`src/rtl/d5m_src_pkg.sv`:
```
// Shared types and constants for the D5M pixel source: FSM states, pattern codes
// and fixed pixel levels.
package d5m_src_pkg;

  typedef enum logic [2:0] {
    IDLE,
    FRONT,
    LINE,
    HBLANK,
    BACK,
    VBLANK
  } src_state_t;

  localparam logic [1:0] PAT_FLAT   = 2'd0;
  localparam logic [1:0] PAT_RAMP   = 2'd1;
  localparam logic [1:0] PAT_BARS   = 2'd2;
  localparam logic [1:0] PAT_SQUARE = 2'd3;

  localparam logic [11:0] FLAT_LVL   = 12'h200;
  localparam logic [11:0] BRIGHT_LVL = 12'hFFF;

  // Counter width able to hold 0..n-1, never narrower than one bit.
  function automatic int cnt_w(input int n);
    return (n <= 1) ? 1 : $clog2(n);
  endfunction

endpackage

```
`src/rtl/d5m_pixel_source_if.sv`:
```
// D5M parallel pixel bus: 12-bit data with frame and line valid.
interface d5m_pixel_source_if;
  logic [11:0] d5m_d;
  logic        d5m_fval;
  logic        d5m_lval;

  modport master (output d5m_d, d5m_fval, d5m_lval);
  modport slave  (input  d5m_d, d5m_fval, d5m_lval);
endinterface

```
`src/rtl/d5m_pattern_gen.sv`:
```
// Combinational test-pattern pixel for position (x, y) under the frame-latched
// pattern controls.
module d5m_pattern_gen
  import d5m_src_pkg::*;
#(
  parameter int          ACTIVE_W = 1280,
  parameter logic [11:0] DARK_LVL = 12'h040
) (
  input  logic [11:0] x,
  input  logic [11:0] y,
  input  logic [1:0]  pat,
  input  logic [10:0] obj_x,
  input  logic [9:0]  obj_y,
  input  logic [9:0]  obj_size,
  output logic [11:0] pix
);

  localparam int BAND_W = (ACTIVE_W / 8 < 1) ? 1 : ACTIVE_W / 8;

  logic [11:0] band;
  logic [11:0] band_mask;
  logic [11:0] x_end;
  logic [11:0] y_end;
  logic        in_square;

  // NOTE: every signal assigned in always_comb gets a value on every path,
  // otherwise synthesis infers a latch.
  always_comb begin
    band = x / 12'(BAND_W);
    // Bayer cell: row 0 = G R, row 1 = B G; R follows band bit 2, G bit 1, B bit 0.
    if (!y[0] && x[0])     band_mask = 12'd4;
    else if (y[0] == x[0]) band_mask = 12'd2;
    else                   band_mask = 12'd1;

    // 12-bit sums cannot wrap, so a square running off the frame is simply clipped.
    x_end     = {1'b0, obj_x} + {2'b00, obj_size};
    y_end     = {2'b00, obj_y} + {2'b00, obj_size};
    in_square = (x >= {1'b0, obj_x}) && (x < x_end) &&
                (y >= {2'b00, obj_y}) && (y < y_end);

    case (pat)
      PAT_FLAT:   pix = FLAT_LVL;
      PAT_RAMP:   pix = x;
      PAT_BARS:   pix = (|(band & band_mask)) ? BRIGHT_LVL : 12'h000;
      default:    pix = in_square ? BRIGHT_LVL : DARK_LVL;
    endcase
  end

endmodule

```
`src/rtl/d5m_pixel_source.sv`:
```
// D5M sensor emulator: generates CCD_Capture-compatible FVAL/LVAL timing and a
// selectable Bayer test pattern, with all outputs registered.
module d5m_pixel_source
  import d5m_src_pkg::*;
#(
  parameter int          ACTIVE_W = 1280,
  parameter int          ACTIVE_H = 960,
  parameter int          FRONT_P  = 16,
  parameter int          H_BLANK  = 64,
  parameter int          BACK_P   = 16,
  parameter int          V_BLANK  = 256,
  parameter logic [11:0] DARK_LVL = 12'h040
) (
  input  logic                      clk,
  input  logic                      rst_n,
  input  logic                      enable,
  input  logic [1:0]                pattern_sel,
  input  logic [10:0]               obj_x,
  input  logic [9:0]                obj_y,
  input  logic [9:0]                obj_size,
  d5m_pixel_source_if.master        d5m,
  output logic [15:0]               frame_count,
  output logic                      frame_done
);

  localparam int MAX_FB    = (FRONT_P > BACK_P) ? FRONT_P : BACK_P;
  localparam int MAX_HV    = (H_BLANK > V_BLANK) ? H_BLANK : V_BLANK;
  localparam int BLANK_MAX = (MAX_FB > MAX_HV) ? MAX_FB : MAX_HV;
  localparam int XW        = cnt_w(ACTIVE_W);
  localparam int YW        = cnt_w(ACTIVE_H);
  localparam int CW        = cnt_w(BLANK_MAX);

  src_state_t    state_q, state_d;
  logic [CW-1:0] cnt_q;
  logic [XW-1:0] x_q;
  logic [YW-1:0] y_q;

  logic [1:0]  pat_q;
  logic [10:0] obj_x_q;
  logic [9:0]  obj_y_q;
  logic [9:0]  obj_size_q;

  logic [11:0] pix;
  logic [11:0] d_d;
  logic        fval_d, lval_d, done_d;
  logic        frame_start;

  assign frame_start = (state_d == FRONT) && (state_q != FRONT);

  // NOTE: sequential state uses non-blocking assignments so every register
  // samples pre-edge values regardless of statement order.
  always_ff @(posedge clk or negedge rst_n) begin
    if (!rst_n) begin
      state_q    <= IDLE;
      cnt_q      <= '0;
      x_q        <= '0;
      y_q        <= '0;
      pat_q      <= '0;
      obj_x_q    <= '0;
      obj_y_q    <= '0;
      obj_size_q <= '0;
    end else begin
      state_q <= state_d;
      cnt_q   <= (state_d != state_q) ? '0 : cnt_q + CW'(1);
      x_q     <= (state_q == LINE && state_d == LINE) ? x_q + XW'(1) : '0;
      if (frame_start) begin
        y_q        <= '0;
        pat_q      <= pattern_sel;
        obj_x_q    <= obj_x;
        obj_y_q    <= obj_y;
        obj_size_q <= obj_size;
      end else if (state_q == HBLANK && state_d == LINE) begin
        y_q <= y_q + YW'(1);
      end
    end
  end

  always_comb begin
    state_d = state_q;
    case (state_q)
      IDLE:   if (enable) state_d = FRONT;
      FRONT:  if (cnt_q == CW'(FRONT_P - 1)) state_d = LINE;
      LINE:   if (x_q == XW'(ACTIVE_W - 1))
                state_d = (y_q == YW'(ACTIVE_H - 1)) ? BACK : HBLANK;
      HBLANK: if (cnt_q == CW'(H_BLANK - 1)) state_d = LINE;
      BACK:   if (cnt_q == CW'(BACK_P - 1)) state_d = VBLANK;
      VBLANK: if (cnt_q == CW'(V_BLANK - 1)) state_d = enable ? FRONT : IDLE;
      default: state_d = IDLE;
    endcase
  end

  d5m_pattern_gen #(
    .ACTIVE_W (ACTIVE_W),
    .DARK_LVL (DARK_LVL)
  ) u_pattern_gen (
    .x        (12'(x_q)),
    .y        (12'(y_q)),
    .pat      (pat_q),
    .obj_x    (obj_x_q),
    .obj_y    (obj_y_q),
    .obj_size (obj_size_q),
    .pix      (pix)
  );

  always_comb begin
    fval_d = (state_q == FRONT) || (state_q == LINE) ||
             (state_q == HBLANK) || (state_q == BACK);
    lval_d = (state_q == LINE);
    d_d    = lval_d ? pix : 12'h000;
    done_d = (state_q == VBLANK) && (cnt_q == '0);
  end

  // Output stage: one cycle behind the FSM, so every output comes from a flop.
  always_ff @(posedge clk or negedge rst_n) begin
    if (!rst_n) begin
      d5m.d5m_d    <= '0;
      d5m.d5m_fval <= 1'b0;
      d5m.d5m_lval <= 1'b0;
      frame_done   <= 1'b0;
      frame_count  <= '0;
    end else begin
      d5m.d5m_d    <= d_d;
      d5m.d5m_fval <= fval_d;
      d5m.d5m_lval <= lval_d;
      frame_done   <= done_d;
      if (done_d) frame_count <= frame_count + 16'd1;
    end
  end

endmodule

```
`src/flat_wrapper.sv`:
```
// flat-port wrapper written by rule: the top's interface ports become plain ports
module d5m_pixel_source_flat import d5m_src_pkg::*;
#(
  parameter int          ACTIVE_W = 1280,
  parameter int          ACTIVE_H = 960,
  parameter int          FRONT_P  = 16,
  parameter int          H_BLANK  = 64,
  parameter int          BACK_P   = 16,
  parameter int          V_BLANK  = 256,
  parameter logic [11:0] DARK_LVL = 12'h040
)
  (clk, rst_n, enable, pattern_sel, obj_x, obj_y, obj_size, frame_count, frame_done, d5m_d5m_d, d5m_d5m_fval, d5m_d5m_lval);
  d5m_pixel_source_if d5m_i ();
  input  logic clk;
  input  logic rst_n;
  input  logic enable;
  input  logic [1:0] pattern_sel;
  input  logic [10:0] obj_x;
  input  logic [9:0] obj_y;
  input  logic [9:0] obj_size;
  output logic [15:0] frame_count;
  output logic frame_done;
  output wire logic [$bits(d5m_i.d5m_d)-1:0] d5m_d5m_d;
  output wire logic [$bits(d5m_i.d5m_fval)-1:0] d5m_d5m_fval;
  output wire logic [$bits(d5m_i.d5m_lval)-1:0] d5m_d5m_lval;
  assign d5m_d5m_d = d5m_i.d5m_d;
  assign d5m_d5m_fval = d5m_i.d5m_fval;
  assign d5m_d5m_lval = d5m_i.d5m_lval;
  d5m_pixel_source #(.ACTIVE_W(ACTIVE_W), .ACTIVE_H(ACTIVE_H), .FRONT_P(FRONT_P), .H_BLANK(H_BLANK), .BACK_P(BACK_P), .V_BLANK(V_BLANK), .DARK_LVL(DARK_LVL)) u_core (.clk(clk), .rst_n(rst_n), .enable(enable), .pattern_sel(pattern_sel), .obj_x(obj_x), .obj_y(obj_y), .obj_size(obj_size), .d5m(d5m_i), .frame_count(frame_count), .frame_done(frame_done));
endmodule
```
`config.mk`:
```
export PLATFORM = sky130hd
export DESIGN_NAME = d5m_pixel_source_flat
export DESIGN_NICKNAME = d
export VERILOG_FILES = /design/src/rtl/d5m_src_pkg.sv /design/src/rtl/d5m_pixel_source_if.sv /design/src/rtl/d5m_pattern_gen.sv /design/src/rtl/d5m_pixel_source.sv /design/src/flat_wrapper.sv
export SDC_FILE = /design/constraint.sdc
export NUM_CORES = 1
export LEC_CHECK = 0
export CAP_MARGIN = 15
export CORE_ASPECT_RATIO = 1.5
export CORE_MARGIN = 2
export CORE_UTILIZATION = 30
export CTS_CLUSTER_SIZE = 14
export DETAILED_ROUTE_END_ITERATION = 10
export PLACE_DENSITY = 0.47
export SLEW_MARGIN = 40
export SYNTH_ARGS = -nofsm -noshare
export SYNTH_HDL_FRONTEND = slang
export SYNTH_SLANG_ARGS = --single-unit
```
`constraint.sdc`:
```
create_clock -name clk -period 11.4 [get_ports clk]
set_clock_uncertainty 0.15 [all_clocks]
set_input_delay 3.42 -clock clk [delete_from_list [all_inputs] [get_ports clk]]
set_output_delay 3.42 -clock clk [all_outputs]
set_load 0.05 [all_outputs]
```
==> summary.txt, run 1 <==
Detailed routing
  – DR iter-0 viols: 144
  – Via count: 4,873
  – DRT Pass-1 Iters: 5
  – Routed length per instance: 15.76 microns
  – WL final: 15.21 mm
  – Remaining antenna violation count after routing: 0
  – DR vias/cell: 5.050
  – Drt drc: 0

Power
  – Switch share: 27.84%
  – Pwr dens: 104.0 nW/um^2
  – Clock network fraction of design power: 39.1%
  – Gate power share: 14.4%
  – P_sw: 0.0002121 W
  – Register share of total power: 46.5%
  – Leakage power: 3.356 nW
  – Int Pwr: 0.0005499 W
  – Peak supply drop: 0.06576 mV

Clocking
  – Post-CTS sizing: 0
  – CTS Buf Count: 9
  – CTS tree: done
  – Clk sinks: 96
  – Number of setup buffers added after CTS: 0
  – Hold buffers post-CTS: 0
  – CTS clk-pin slew, worst paths: 0.07 ns
  – Htree depth: 3
  – Clock Path Buffers: 2
  – Worst-skew pair later-pin latency: 0.35 ns
  – Root Driver: clkbuf_16

Setup path
  – Critical Path Fanout Max: 63
  – Critical path endpoint category: flop
  – Critical Path AT: 5.41 ns
  – Worst Setup Start Kind: input pin
  – Critical Path RT: 11.49 ns
  – Crit path kind: in -> reg

STA
  – Unrepaired setup endpoints after global routing: no
  – Final Hold Vio Count: 0
  – Final Max Slew Viols: 0
  – Min Tclk post-route: 5.315 ns
  – Slew HR: 46.33%
  – Final Cycle Share: 46.62%
  – Setup violators final: 0
  – Slew @ Worst Pin: 0.7949 ns
  – Setup TNS: 0 ns
  – Max frequency: 0.1881 GHz

Place
  – Port Buffers: 66
  – Post-detail-place hpwl: 11.70 mm
  – Global placement routability congestion: 0.8416
  – Dpl cells: 949

Final layout
  – Area grow syn2layout: 20.25%
  – Ant. Diodes: 0
  – Post-route insts no fill: 965
  – Final nets: 806
  – Share of cells above drive strength 1: 6.667%

Yosys
  – Sequential area share after synthesis: 39.43%
  – Synthesized area per cell: 9.551 sq um
  – Synthesized cell area: 6093 sq um
  – Xor/xnor share of the synthesized area: 7.906%
  – Adder-cell area share of the yosys netlist: 14.62%
  – Most used DFF post-synth: dfrtp_1
  – Simple-Gate Fraction of Synth Area: 16.57%
  – Complex-gate fraction of the synthesized area: 14.74%
  – Seq cells post-synth: 96
  – Yosys warns: 0
  – Synthesized netlist net count: 744
  – Cell variety after synth: 64
  – Post-synth EDFFs: 0
  – FFs w/ async S/R, synth: 100.0%
  – Main combinational cell family by area after synthesis: simple AND/OR/NAND/NOR gates
  – Post-synthesis mux area share: 2.916%
  – Post-synthesis cell count: 638

GRT
  – Total grt overflow: 0
  – Vias in the first global route: 4,978
  – First-pass GRT wire length: 25.14 mm
  – Pin count of the biggest net entering global routing: 69
  – All-Layer GR Usage: 14.76%
  – Initial antenna violation count: 0

Floorplanning
  – Initial Util: 30.68%
  – Die Span Y: 178.5 microns
  – Chip width: 120.4 microns
  – Core area: 19,860 sq um
  – Number of cell rows: 63
  – Die footprint: 21,490 sq um
  – Io pins: 67

Run status
  – Status: finished, final reports clean

Flow run
  – Max-capacitance violation count: 0

Worst hold path
  – Worst min path class: reg -> reg
[flip-flops by register name (all words and copies together) (netlist names)]
| signal | cells |
|---|---|
| u_core.obj_y_q | 10 |
| u_core.pat_q | 2 |
| u_core.frame_count | 16 |
| u_core.frame_done | 1 |
| u_core.cnt_q | 8 |
| u_core.d5m.d5m_fval | 1 |
| u_core.d5m.d5m_lval | 1 |
| u_core.x_q | 11 |
| u_core.obj_x_q | 11 |
| u_core.y_q | 10 |
| u_core.state_q | 3 |
| u_core.d5m.d5m_d | 12 |
| u_core.obj_size_q | 10 |
[power groups by stage]
stage                     Sequential (W)  Clock (W)  Combinational, W
after global routing            0.000356   0.000323          0.000124
final                           0.000354   0.000298          0.000110
after CTS                       0.000355   0.000312          0.000111
after global placement          0.000361          0          0.000108
after detailed placement        0.000361          0          0.000110
after floorplan                 0.000366          0         0.0000617
[final cells by class]
class | instances | area (sq um)
clock buffers | 9 | 225.2
clock inverters | 7 | 63.81
fillers | 2045 | 12540
inverters | 43 | 161.4
multi-input cells | 482 | 3472
flip-flops and latches | 96 | 2402
well taps | 260 | 325.3
repair buffers | 68 | 676.9
[metrics by stage]
step	total power [W]	util [%]	hold slack, ns	cell area [sq um]	setup WS (ns)
floorplan	0.0004280	-	0.3047	6093	6.462
global placement	0.0004688	35.38	0.3096	7028	5.718
detailed placement	0.0004716	35.42	0.3129	7037	5.692
CTS	0.0007777	36.88	0.3226	7326	6.067
global route	0.0008031	36.89	0.3304	7327	5.939
finish	0.0007620	36.89	0.3185	7327	6.085
[critical path, stage by stage]
cell and delay (ns):
clkdlybuf4s50_1 0.47, o21ai_0 0.08, a31oi_1 0.25, nor3_4 0.11
a21oi_4 0.12, buf_4 0.52, mux2_2 0.40
[Yosys cell counts (10+ instances only)]
library cell | count | area, sq um
nand2_1 | 49 | 183.9
nor2_1 | 55 | 206.5
nand3_1 | 24 | 120.1
mux2_2 | 14 | 157.7
clkbuf_1 | 10 | 37.54
nand2b_1 | 12 | 75.07
inv_1 | 42 | 157.7
a21oi_1 | 32 | 160.2
ha_1 | 68 | 850.8
a21o_1 | 16 | 120.1
dfrtp_1 | 96 | 2402
xnor2_1 | 28 | 245.2
nand4_1 | 14 | 87.58
and3_1 | 10 | 62.56
xor2_1 | 27 | 236.5
o21ai_0 | 43 | 215.2
[final timing paths]
path,from,to,slack (ns),cells after the start
setup / recovery,enable,u_core.obj_size_q[4],6.08,7
hold / removal,u_core.frame_count[15],u_core.frame_count[15],0.32,1
setup reg to reg,u_core.obj_size_q[0],u_core.d5m.d5m_d[0],6.41,17
hold reg to reg,u_core.frame_count[15],u_core.frame_count[15],0.32,1
max in group asynchronous,rst_n,u_core.y_q[8],7.30,2
min in group asynchronous,rst_n,u_core.frame_done,2.83,1
[cells by family after synthesis]
logic type               Yosys count
adder cells (fa/ha/maj)           70
multiplexers                      16
flip-flops                        96
AND/OR/NAND/NOR                  201
XOR/XNOR                          55
AO/OA/AOI/OAI                    140
buffers and inverters             60
[routing by layer]
metal	up-vias	wire length (microns)	track usage, %
li1	2378	-	-
met1	2376	6401	17.66
met2	97	8025	26.53
met3	22	392	1.886
met4	0	393	5.959
met5	-	0	0
[cells in the final DEF, fill, tap and decap left out, drive strengths merged, types with 14 or more instances in the layout]
| cell | Yosys | final |
|---|---|---|
| nand4 | 14 | 14 |
| nand2 | 49 | 49 |
| clkdlybuf4s50 | 0 | 65 |
| nor2 | 55 | 55 |
| xnor2 | 28 | 28 |
| mux2 | 14 | 14 |
| ha | 68 | 68 |
| a21oi | 33 | 33 |
| a21o | 16 | 16 |
| dfrtp | 96 | 96 |
| nand3 | 25 | 25 |
| o21ai | 43 | 43 |
| inv | 43 | 46 |
| xor2 | 27 | 27 |
Power figures use the tool's default switching activity.
==> run 2: changes to the inputs <==
==> constraint.sdc (replaced) <==
create_clock -name clk -period 4.9 [get_ports clk]
set_clock_uncertainty 0.15 [all_clocks]
set_input_delay 1.47 -clock clk [delete_from_list [all_inputs] [get_ports clk]]
set_output_delay 1.47 -clock clk [all_outputs]
set_load 0.05 [all_outputs]
==> run 2 against run 1 <==
Net effect: combinational power is 130% higher; critical endpoint is now u_core.d5m.d5m_d[3]; routed wire length decreased by 0.38%; worst setup slack got worse by 5.7 ns; design area grew 0.65%; utilization rose by 0.24 points; non-clock buffer count is 4 higher; sequential power rose by 130%; first-iteration DRC count grew 58%; critical path type is now reg -> reg; global-route usage is essentially flat; largest cell class unchanged; register-to-register slack lost 6.0 ns.
==> summary.txt, run 2 (same netlist as run 1, synthesis figures left out) <==
Place
  – Global placement routability congestion: 0.8279 (was 0.8416)
  – Worst slack at placement: 0.07120 ns (was 5.692 ns)
  – Total placed instance area: 7074 sq um (was 7037 sq um)
  – Dpl cells: 953 (was 949)
  – Port Buffers: 66 (unchanged)
  – Post-detail-place hpwl: 11.64 mm (was 11.70 mm)

Detailed routing
  – Routed length per instance: 15.64 microns (was 15.76 microns)
  – DR iter-0 viols: 228 (was 144)
  – DRT Pass-1 Iters: 4 (was 5)
  – Via count: 4,793 (was 4,873)
  – DR vias/cell: 4.946 (was 5.050)
  – WL final: 15.16 mm (was 15.21 mm)
  – Drt drc: 0 (unchanged)
  – Remaining antenna violation count after routing: 0 (unchanged)

Clocking
  – Clk sinks: 96 (unchanged)
  – Root Driver: clkbuf_16 (unchanged)
  – Clock Path Buffers: 2 (unchanged)
  – CTS tree: done (unchanged)
  – Post-CTS sizing: 0 (unchanged)
  – Number of setup buffers added after CTS: 0 (unchanged)
  – Worst-skew pair later-pin latency: 0.36 ns (was 0.35 ns)
  – CTS Buf Count: 9 (unchanged)
  – CTS clk-pin slew, worst paths: 0.08 ns (was 0.07 ns)
  – Htree depth: 3 (unchanged)
  – Hold buffers post-CTS: 0 (unchanged)

Setup path
  – Internal reg-to-reg setup slack: 0.41 ns (was 6.41 ns)
  – Worst Setup Start Kind: flop (was input pin)
  – Critical Path Fanout Max: 9 (was 63)
  – Critical path endpoint category: flop (unchanged)
  – Path depth of the worst reg2reg path: 18 (was 17)
  – Critical Path RT: 5.05 ns (was 11.49 ns)
  – Critical Path AT: 4.64 ns (was 5.41 ns)
  – R2R Path Start: u_core.obj_size_q[0] (unchanged)
  – R2R Path End: u_core.d5m.d5m_d[3] (was u_core.d5m.d5m_d[0])
  – Crit path cell chain: ha_1 -> fa_1 -> a21o_1 -> a21oi_2 -> o21bai_1 -> a2111oi_2 -> o31ai_1 -> a21oi_1 -> xnor2_1 -> ha_1 -> a2111oi_1 -> o21ai_0 -> a21o_1 -> a31oi_1 -> nor2_1 -> o31ai_1 -> buf_4 -> a21o_1 (was clkdlybuf4s50_1 -> o21ai_0 -> a31oi_1 -> nor3_4 -> a21oi_4 -> buf_4 -> mux2_2)
  – Crit path top cell by count: a21o_1
  – CP max-delay cell: fa_1 (was buf_4)
  – Crit path kind: reg -> reg (was in -> reg)
  – Slowest stage delay, CP: 0.42 ns (was 0.52 ns)

Floorplanning
  – Initial Util: 30.68% (unchanged)
  – Die Span Y: 178.5 microns (unchanged)
  – Chip width: 120.4 microns (unchanged)
  – Die footprint: 21,490 sq um (unchanged)
  – Core area: 19,860 sq um (unchanged)
  – Number of cell rows: 63 (unchanged)
  – Io pins: 67 (unchanged)

STA
  – Setup TNS: 0 ns (unchanged)
  – Setup violators final: 0 (unchanged)
  – Unrepaired setup endpoints after global routing: no (unchanged)
  – Final Hold Vio Count: 0 (unchanged)
  – Min Tclk post-route: 4.490 ns
  – Max frequency: 0.2227 GHz
  – Slew HR: 58.81% (was 46.33%)
  – Slew @ Worst Pin: 0.6178 ns (was 0.7949 ns)
  – Final Max Slew Viols: 0 (unchanged)
  – Final Cycle Share: 91.63%
  – Setup WS post-layout: 0.4102 ns (was 6.085 ns)

Worst hold path
  – Worst Hold Launch: u_core.frame_count[15] (unchanged)
  – Worst min path class: reg -> reg (unchanged)
  – Min-Delay Path Depth: 1 (unchanged)
  – Hold Path Sink: u_core.frame_count[15] (unchanged)

Final layout
  – Largest register FFs: 16 (unchanged)
  – Post-route insts no fill: 969 (was 965)
  – Final nets: 810 (was 806)
  – Ant. Diodes: 0 (unchanged)
  – Final Core Density: 37.13% (was 36.89%)
  – Largest registers: u_core.frame_count: 16 flops, u_core.d5m.d5m_d: 12 flops (unchanged)
  – Share of cells above drive strength 1: 7.334% (was 6.667%)
  – Design Area, Final: 7375 sq um (was 7327 sq um)
  – Filler Cell Count: 2,054 (was 2,045)
  – Area grow syn2layout: 21.03% (was 20.25%)
  – Most common cell after layout, fill and taps aside: dfrtp_1 (unchanged)
  – Most frequent cells in the layout: dfrtp_1 (96), ha_1 (68), clkdlybuf4s50_1 (65) (unchanged)
  – Most flops, register: u_core.frame_count (unchanged)

GRT
  – Initial antenna violation count: 0 (unchanged)
  – Total grt overflow: 0 (unchanged)
  – All-Layer GR Usage: 14.77% (was 14.76%)
  – Pin count of the biggest net entering global routing: 65 (was 69)
  – First-pass GRT wire length: 24.87 mm (was 25.14 mm)
  – Vias in the first global route: 5,040 (was 4,978)

Power
  – Gate power share: 14.5% (was 14.4%)
  – Peak supply drop: 0.1381 mV (was 0.06576 mV)
  – Pwr dens: 240.4 nW/um^2 (was 104.0 nW/um^2)
  – P_sw: 0.0004912 W (was 0.0002121 W)
  – Register share of total power: 46.5% (about the same)
  – Clock network fraction of design power: 38.9% (was 39.1%)
  – Leakage power: 3.381 nW (was 3.356 nW)
  – Int Pwr: 0.001281 W (was 0.0005499 W)
  – Switch share: 27.71% (was 27.84%)

Flow run
  – Max-capacitance violation count: 0 (unchanged)

Run status
  – Status: finished, final reports clean (unchanged)
[run 2: changes by cell type in the layout (fill, tap and decap cells not counted)]
cell / delta
a2111oi_1: +1
o31ai_1: +1
a21oi_2: +1
a21oi_1: -1
inv_6: +1
clkinv_4: +1
o31ai_2: -1
buf_4: +3
clkinvlp_4: -1
a2111oi_0: -2
buf_12: +1
inv_8: -1
a2111oi_2: +1
[run 2: worst max-delay path by stage]
stage                               from             endpoint  slack (ns)  depth (start not counted)
CTS                 u_core.obj_size_q[0]  u_core.d5m.d5m_d[3]        0.02                         18
detailed placement  u_core.obj_size_q[0]  u_core.d5m.d5m_d[3]        0.07                         18
global route        u_core.obj_size_q[0]  u_core.d5m.d5m_d[4]        0.06                         18
global placement    u_core.obj_size_q[0]  u_core.d5m.d5m_d[2]        0.23                         18
floorplan           u_core.obj_size_q[0]  u_core.d5m.d5m_d[0]        0.34                         17
finish              u_core.obj_size_q[0]  u_core.d5m.d5m_d[3]        0.41                         18
[run 2: through the flow]
step           total power [W]  hold slack, ns
2_1_floorplan        0.0009957          0.3047
4_1_cts               0.001803          0.3220
3_5_place_dp          0.001099          0.3105
5_1_grt               0.001866          0.3306
6_report              0.001773          0.3134
3_3_place_gp          0.001092          0.3087
[run 2: critical path: cells and delay by family (launching register included)]
kind,cells,cell delay (ns)
DFF,1,0.41
and+or+nand+nor,1,0.10
AOI/OAI and AO/OA,12,2.49
buffers and inverters,1,0.19
adders and majority gates,3,0.95
xor gates and xnor gates,1,0.14
[run 2: power by group through the flow]
stage / logic [W] / clock network [W] / registers, W
6_report: 0.000258 / 0.000690 / 0.000825
5_1_grt: 0.000292 / 0.000746 / 0.000828
4_1_cts: 0.000259 / 0.000718 / 0.000826
3_5_place_dp: 0.000258 / 0 / 0.000841
3_3_place_gp: 0.000251 / 0 / 0.000841
2_1_floorplan: 0.000144 / 0 / 0.000852
[run 2: metal layers]
layer	global-route usage, %	wire (microns)	up-vias
met5	0	0	-
met2	27.05	7923	72
met4	7.122	500	0
li1	-	-	2381
met3	2.046	333	25
met1	16.69	6397	2315
[run 2: layout make-up]
| cell class | instances | area (sq um) | area share, % |
|---|---|---|---|
| clock buffers | 9 | 225.2 | 3.054 |
| clock inverters | 7 | 62.56 | 0.8483 |
| inverters | 43 | 161.4 | 2.189 |
| multi-input cells | 482 | 3478 | 47.17 |
| flip-flops and latches | 96 | 2402 | 32.58 |
| well taps | 260 | 325.3 | 4.411 |
| repair buffers | 72 | 719.4 | 9.756 |
